$ cat src/rtl/mem_port_sched.sv
// Shares one single-port memory bus between CPU fetch and data access.
// One-entry fetch buffer, CPU stall generation and a bus watchdog.
module mem_port_sched #(
    parameter int TIMEOUT = 1023
) (
    input  logic        clk,
    input  logic        rst,
    input  logic [31:0] i_inst_addr,
    output logic [31:0] o_inst,
    input  logic [31:0] i_data_addr,
    input  logic [31:0] i_data,
    output logic [31:0] o_data,
    input  logic [1:0]  i_data_rw,
    output logic        o_cpu_stall,
    output logic        o_mem_req,
    output logic        o_mem_we,
    output logic [31:0] o_mem_addr,
    output logic [31:0] o_mem_wdata,
    input  logic [31:0] i_mem_rdata,
    input  logic        i_mem_ack,
    input  logic        i_err_clr,
    output logic        o_bus_err
);

    localparam logic [1:0] IDLE = 2'd0;
    localparam logic [1:0] DATA = 2'd1;
    localparam logic [1:0] INST = 2'd2;
    localparam logic [9:0] TMO  = 10'(TIMEOUT);

    logic [1:0]  state_q, state_d;
    logic        req_q, req_d;
    logic        we_q, we_d;
    logic [31:0] addr_q, addr_d;
    logic [31:0] wdata_q, wdata_d;
    logic [31:0] data_q, data_d;
    logic [31:0] inst_q, inst_d;
    logic [31:0] fbuf_addr_q, fbuf_addr_d;
    logic        fbuf_valid_q, fbuf_valid_d;
    logic        d_done_q, d_done_d;
    logic        err_q, err_d;
    logic [9:0]  wdog_q, wdog_d;

    logic        need_d, need_i, busy;
    logic        timeout, done;
    logic [31:0] rdata;

    assign need_d  = (i_data_rw != 2'b00) && !d_done_q;
    assign need_i  = !(fbuf_valid_q && fbuf_addr_q == i_inst_addr);
    assign busy    = (state_q != IDLE);
    assign timeout = busy && !i_mem_ack && (wdog_q == TMO);
    assign done    = busy && (i_mem_ack || timeout);
    // An aborted access completes as if the bus returned zero.
    assign rdata   = i_mem_ack ? i_mem_rdata : 32'd0;

    assign o_cpu_stall = busy || need_d || need_i;
    assign o_mem_req   = req_q;
    assign o_mem_we    = we_q;
    assign o_mem_addr  = addr_q;
    assign o_mem_wdata = wdata_q;
    assign o_data      = data_q;
    assign o_inst      = inst_q;
    assign o_bus_err   = err_q;

    always_comb begin
        state_d      = state_q;
        req_d        = req_q;
        we_d         = we_q;
        addr_d       = addr_q;
        wdata_d      = wdata_q;
        data_d       = data_q;
        inst_d       = inst_q;
        fbuf_addr_d  = fbuf_addr_q;
        fbuf_valid_d = fbuf_valid_q;
        d_done_d     = d_done_q;
        err_d        = err_q;
        wdog_d       = wdog_q;
        if (i_err_clr) err_d = 1'b0;
        unique case (state_q)
            IDLE: begin
                wdog_d = 10'd0;
                if (!o_cpu_stall) d_done_d = 1'b0;
                if (need_d) begin
                    state_d = DATA;
                    req_d   = 1'b1;
                    we_d    = i_data_rw[1];
                    addr_d  = i_data_addr;
                    wdata_d = i_data;
                    wdog_d  = 10'd1;
                end else if (need_i) begin
                    state_d = INST;
                    req_d   = 1'b1;
                    we_d    = 1'b0;
                    addr_d  = i_inst_addr;
                    wdog_d  = 10'd1;
                end
            end
            DATA, INST: begin
                if (done) begin
                    state_d = IDLE;
                    req_d   = 1'b0;
                    we_d    = 1'b0;
                    wdog_d  = 10'd0;
                    if (timeout) err_d = 1'b1;
                    if (state_q == DATA) begin
                        d_done_d = 1'b1;
                        if (!we_q) begin
                            data_d = rdata;
                        end else if (addr_q == fbuf_addr_q) begin
                            fbuf_valid_d = 1'b0;
                        end
                    end else begin
                        fbuf_addr_d  = addr_q;
                        inst_d       = rdata;
                        fbuf_valid_d = 1'b1;
                    end
                end else begin
                    wdog_d = wdog_q + 10'd1;
                end
            end
            default: begin
                state_d = IDLE;
                req_d   = 1'b0;
                wdog_d  = 10'd0;
            end
        endcase
    end

    always_ff @(posedge clk or negedge rst) begin
        if (!rst) begin
            state_q      <= IDLE;
            req_q        <= 1'b0;
            we_q         <= 1'b0;
            addr_q       <= 32'd0;
            wdata_q      <= 32'd0;
            data_q       <= 32'd0;
            inst_q       <= 32'd0;
            fbuf_addr_q  <= 32'd0;
            fbuf_valid_q <= 1'b0;
            d_done_q     <= 1'b0;
            err_q        <= 1'b0;
            wdog_q       <= 10'd0;
        end else begin
            state_q      <= state_d;
            req_q        <= req_d;
            we_q         <= we_d;
            addr_q       <= addr_d;
            wdata_q      <= wdata_d;
            data_q       <= data_d;
            inst_q       <= inst_d;
            fbuf_addr_q  <= fbuf_addr_d;
            fbuf_valid_q <= fbuf_valid_d;
            d_done_q     <= d_done_d;
            err_q        <= err_d;
            wdog_q       <= wdog_d;
        end
    end

endmodule

$ cat config.mk
export PLATFORM = sky130hd
export DESIGN_NAME = mem_port_sched
export DESIGN_NICKNAME = d
export VERILOG_FILES = /design/src/rtl/mem_port_sched.sv
export SDC_FILE = /design/constraint.sdc
export NUM_CORES = 1
export LEC_CHECK = 0
export BUFFER_PORTS_ARGS = -buffer_cell sky130_fd_sc_hd__buf_2
export CAP_MARGIN = 10
export CORE_MARGIN = 1
export CORE_UTILIZATION = 45
export DETAILED_ROUTE_END_ITERATION = 10
export PLACE_DENSITY = 0.7
export SLEW_MARGIN = 20
export SYNTH_ARGS = -nofsm -noshare
export SYNTH_HDL_FRONTEND = slang
export SYNTH_SLANG_ARGS = --single-unit
$ cat constraint.sdc
create_clock -name clk -period 3.63 [get_ports clk]
set_clock_uncertainty 0.1 [all_clocks]
set_input_delay 0.1815 -clock clk [delete_from_list [all_inputs] [get_ports clk]]
set_output_delay 0.1815 -clock clk [all_outputs]
set_load 0.05 [all_outputs]
### Word-level counts from Yosys, hierarchy flattened

Cells that the tools add are included.

| word-level totals | value |
|---|---|
| register bits after elaboration | 177 |
| input port bits | 134 |
| output and inout bits | 132 |
| word-level logic and storage cells | 80 |

| cells by class | value |
|---|---|
| add/sub/neg operators | 1 |
| equality and inequality tests | 12 |
| muxes and demuxes | 29 |
| bitwise operators | 2 |
| reductions and logical operators | 24 |

Operators with widths:

| operator | count |
|---|---|
| 2-to-1 mux 32 bit | 3 |
| equality test 32 bit | 2 |
| case mux 10 bit (2 select lines) | 1 |
| 2-to-1 mux 1 bit | 17 |
| AND reduction 4 bit | 3 |
| adder 10 x 1 -> 10 bit (second input constant) | 1 |
| equality test 10 bit (second input constant) | 1 |
| 2-to-1 mux 10 bit | 1 |
| != test 2 bit (second input constant) | 5 |
| 2-to-1 mux 2 bit | 3 |
| case mux 1 bit (2 select lines) | 3 |
| AND reduction 2 bit | 3 |
| AND reduction 3 bit | 2 |
| nonzero test 2 bit | 3 |
| logical AND 1 bit | 5 |
| case mux 2 bit (2 select lines) | 1 |
| zero test 1 bit | 3 |
| logical OR 1 bit | 3 |
| != test 3 bit (second input constant) | 1 |
| equality test 2 x 1 -> 1 bit (second input constant) | 1 |
| equality test 2 bit (second input constant) | 1 |
| zero test 2 bit | 1 |
| != test 2 x 1 -> 1 bit (second input constant) | 1 |
| NOT 1 bit | 2 |
| OR reduction 2 bit | 1 |

### Logic depth before layout (Yosys ltp)

| depth | value |
|---|---|
| depth after elaboration | 7 |
| gate-level depth with buffers | 8 |
| mapped depth without buffers | 6 |

### Worst setup path after synthesis

Ideal clock, no wire load.

| path | value |
|---|---|
| kind | reg-to-reg |
| from | register fbuf_addr_q[20] |
| to | register addr_q[10] (netlist: o_mem_addr[10]) |
| library setup time | 0.125 ns |
| data arrival time | 2.024 ns |
| data required time | 3.405 ns |
| slack | 1.382 ns |
| cell stages (with the launch flop) | 7 |
| path buffers | 1 |
| clock period less this slack | 2.248 ns |
| path through | dfrtp_1 -> xor2_1 -> nor4_1 -> nand4_1 -> o31ai_4 -> buf_6 -> mux2_2 |

| on the way | value |
|---|---|
| longest elaborated chain between the ends | 4 |

RTL lines:

| element | line | source |
|---|---|---|
| start, declared | 37 | `logic [31:0] fbuf_addr_q, fbuf_addr_d;` |
| start signal, assigned | 150 | `fbuf_addr_q <= fbuf_addr_d;` |
| equality test 32 bit | 48 | `assign need_i = !(fbuf_valid_q && fbuf_addr_q == i_inst_addr);` |
| logical AND 1 bit | 48 |  |
| != test 2 bit (no source line) | - |  |
| AND reduction 2 bit (no source line) | - |  |
| end signal, assigned | 146 | `addr_q <= addr_d;` |
| end, declared | 33 | `logic [31:0] addr_q, addr_d;` |

Every way passes these cells.
A chain may end at the register's enable or synchronous reset.

### Worst setup path after layout

| path | value |
|---|---|
| from | register fbuf_addr_q[21] |
| to | register addr_q[27] (netlist: o_mem_addr[27]) |

The elaborated chain is that of the path after synthesis.

==> results.toml <==
[run_status]
status = "finished clean"

[timing]
fin_tns_setup_ps = 0
rsz0062_at_grt = "false"
holdWs_ps = 22.8
slew_violations = 0
finalSetupViolations = 0
hold_viol = 0
finalCriticalPeriod_ps = 2640
clock.fmax_mhz = 379
post-route-period-util_pct = 72.7
tightest_slew_ps = 809
max_slew_margin_pct = 46.1

[detailed_routing]
drc = 0
drtIter0Drc = 233
vias = 6137
ant_nets = 0
avgRoutedWirePerCell_um = 16.8
dr.pass1.iters = 5
vias_per_cell = 4.99
wl_mm = 20.6

[grt]
grt_usage_pct = 22.5
grt_max_degree = 87
overflow = 0
antenna_found_initial = 0
grt_pass1_wl_mm = 31.9
grt_pass1_vias = 6185

[finish]
final-seq-area_sq_um = 4430
layout_common_cells = "buf_2, dfrtp_1, mux2_2, nand2_1, xor2_1"
nets = 1130
final_layout_size_suffix_gt1_share_pct = 46.5
multiInputGateArea_sq_um = 3530
nFillCells = 1411
num_antenna_cells = 0
fin_cells = 1229
area_growth_pct = 34.7
utilization_pct = 62.7
layout_commonest_cell = "buf_2"

[place]
place.gp.congestion = 0.764
hpwl_mm = 14.2
port_buffers = 265
dp.cells = 1131

[floorplan]
die-area_sq_um = 18600
die_h_um = 137
num_rows = 48
io_pins = 266
die_w_um = 137
start_util_pct = 46.6
core_sq_um = 17500

[synth]
syn_inst = 662
synth_nets = 801
synth-edff-count = 0
synth_xor_area_share_pct = 7.75
yosys.cell_types.count = 40
synth_top_family_by_area = "multiplexers"
ys_ff_latch = 177
async_reset_ff_share_pct = 100
synth-simple-area-share_pct = 10.8
ys.flop_type = "dfrtp_1"
synth_compound_area_share_pct = 2.18
yosysSeqAreaShare_pct = 54.4
synthMuxAreaShare_pct = 21.8
ys_warn_count = 0
synthAdderAreaFrac_pct = 0.768
syn_area_sq_um = 8140
avgSynthCellArea_sq_um = 12.3

[clock_network]
cts_tree = "yes"
clkLatencyLatePin_ps = 420
htreeDepth = 4
cts_num_sinks = 177
clk_pin_slew_worst_paths_ps = 70
cts_resized = 0
cts_buffer_depth = 2
clock-root-buffer = "clkbuf_16"
cts_buffers = 17
postCtsSetupBuffers = 0

[setup_path]
start_kind = "flop"
crit_type = "flop to flop"
critPathTopFamily = "simple AND/OR/NAND/NOR gates"
cp_max_fo = 36
worstPathRequired_ps = 3830
slowest_delay_ps = 430
cp-end-kind = "flop"
cp.buffers_inverters = 1
arrival_ps = 2840
cpMaxStageDelayCell = "buf_4"
crit_chain = "xor2_1, nor4_1, nand4_1, o31ai_4, buf_4, mux2_2"

[job]
drv_cap = 0

[power_and_ir_drop]
power.density_nw_per_um2 = 900
ir_drop_uv = 639
p_leak_nw = 5.47

[min_path]
hold_path_class = "primary input to flop"
## state kept, by name (all words and copies together), names as in the netlist
signal	flops
d_done_q	1
o_mem_addr	32
o_mem_req	1
o_mem_we	1
o_bus_err	1
state_q	2
fbuf_addr_q	32
o_inst	32
o_mem_wdata	32
fbuf_valid_q	1
o_data	32
wdog_q	10
## synth_stat cells (4+ instances only)
cell      number  area, sq um
ha_1           5         62.6
xor2_1        67          587
nand2_1      105          394
nor2_1        12         45.0
buf_2         15         75.1
nand3_1       10         50.1
dfrtp_1      177         4430
nand4_1        4         25.0
mux2_2       155         1750
clkbuf_1      10         37.5
and2_1        30          188
inv_1          9         33.8
o21ai_0        5         25.0
nor4_1        15         93.8
xnor2_1        5         43.8
## layer usage
layer	global-route usage (%)	routed length, um	up-vias
li1	-	-	2915
met5	0	0	-
met2	37.4	9930	210
met4	8.15	457	0
met1	29.0	9050	2982
met3	4.70	1170	30
## path summary, 6_finish.rpt
| check | slack, ps | startpoint | cells past startpoint | end |
|---|---|---|---|---|
| max reg2reg | 990 | fbuf_addr_q[21]$_DFFE_PN0P_ | 6 | o_mem_addr[27]$_DFFE_PN0P_ |
| min in group asynchronous | 290 | rst | 2 | o_data[25]$_DFFE_PN0P_ |
| max | 990 | fbuf_addr_q[21]$_DFFE_PN0P_ | 6 | o_mem_addr[27]$_DFFE_PN0P_ |
| min | 20 | i_inst_addr[31] | 4 | o_mem_addr[31]$_DFFE_PN0P_ |
| min reg2reg | 400 | o_mem_wdata[18]$_DFFE_PN0P_ | 1 | o_mem_wdata[18]$_DFFE_PN0P_ |
| max in group asynchronous | 2240 | rst | 3 | o_mem_addr[8]$_DFFE_PN0P_ |
## where the power goes
part / internal, mW / leakage [nW] / switching (mW)
Sequential: 2.74 / 2.20 / 0.637
Combinational: 1.47 / 2.97 / 3.11
Clock: 1.12 / 0.300 / 0.803
Total: 5.32 / 5.47 / 4.55
## layout make-up
class / instances / area share (%)
sequential: 177 / 40.4
tap: 225 / 2.57
multi-input combinational: 446 / 32.2
inverter: 9 / 0.308
clock inverter: 14 / 1.60
timing repair buffer: 340 / 18.9
clock buffer: 18 / 4.01
## logic make-up after synthesis
kind of cell	after synthesis
simple gates	188
fa+ha+maj	5
buf+inv	39
flops	177
compound gates	23
mux	158
xor+xnor	72
## stage by stage
| step | cell area [sq um] | worst slack, ps | power (mW) |
|---|---|---|---|
| finish | 11000 | 991 | 9.87 |
| CTS | 11000 | 963 | 9.93 |
| global placement | 9690 | 1070 | 7.84 |
| detailed placement | 9690 | 1000 | 7.93 |
| global route | 11000 | 861 | 10.3 |
| floorplan | 8140 | 1380 | 6.75 |
## timing repair
action                     in CTS  in global routing
hold endpoints to repair      151                  0
setup endpoints to repair       0                  0
hold buffers                   66                  0
## worst min-delay path, stage by stage
cell     delay (ps)
buf_2           100
nand2_1          50
nand2_1          60
mux2_2          130
Note: power is estimated with default switching activity, not from simulation.
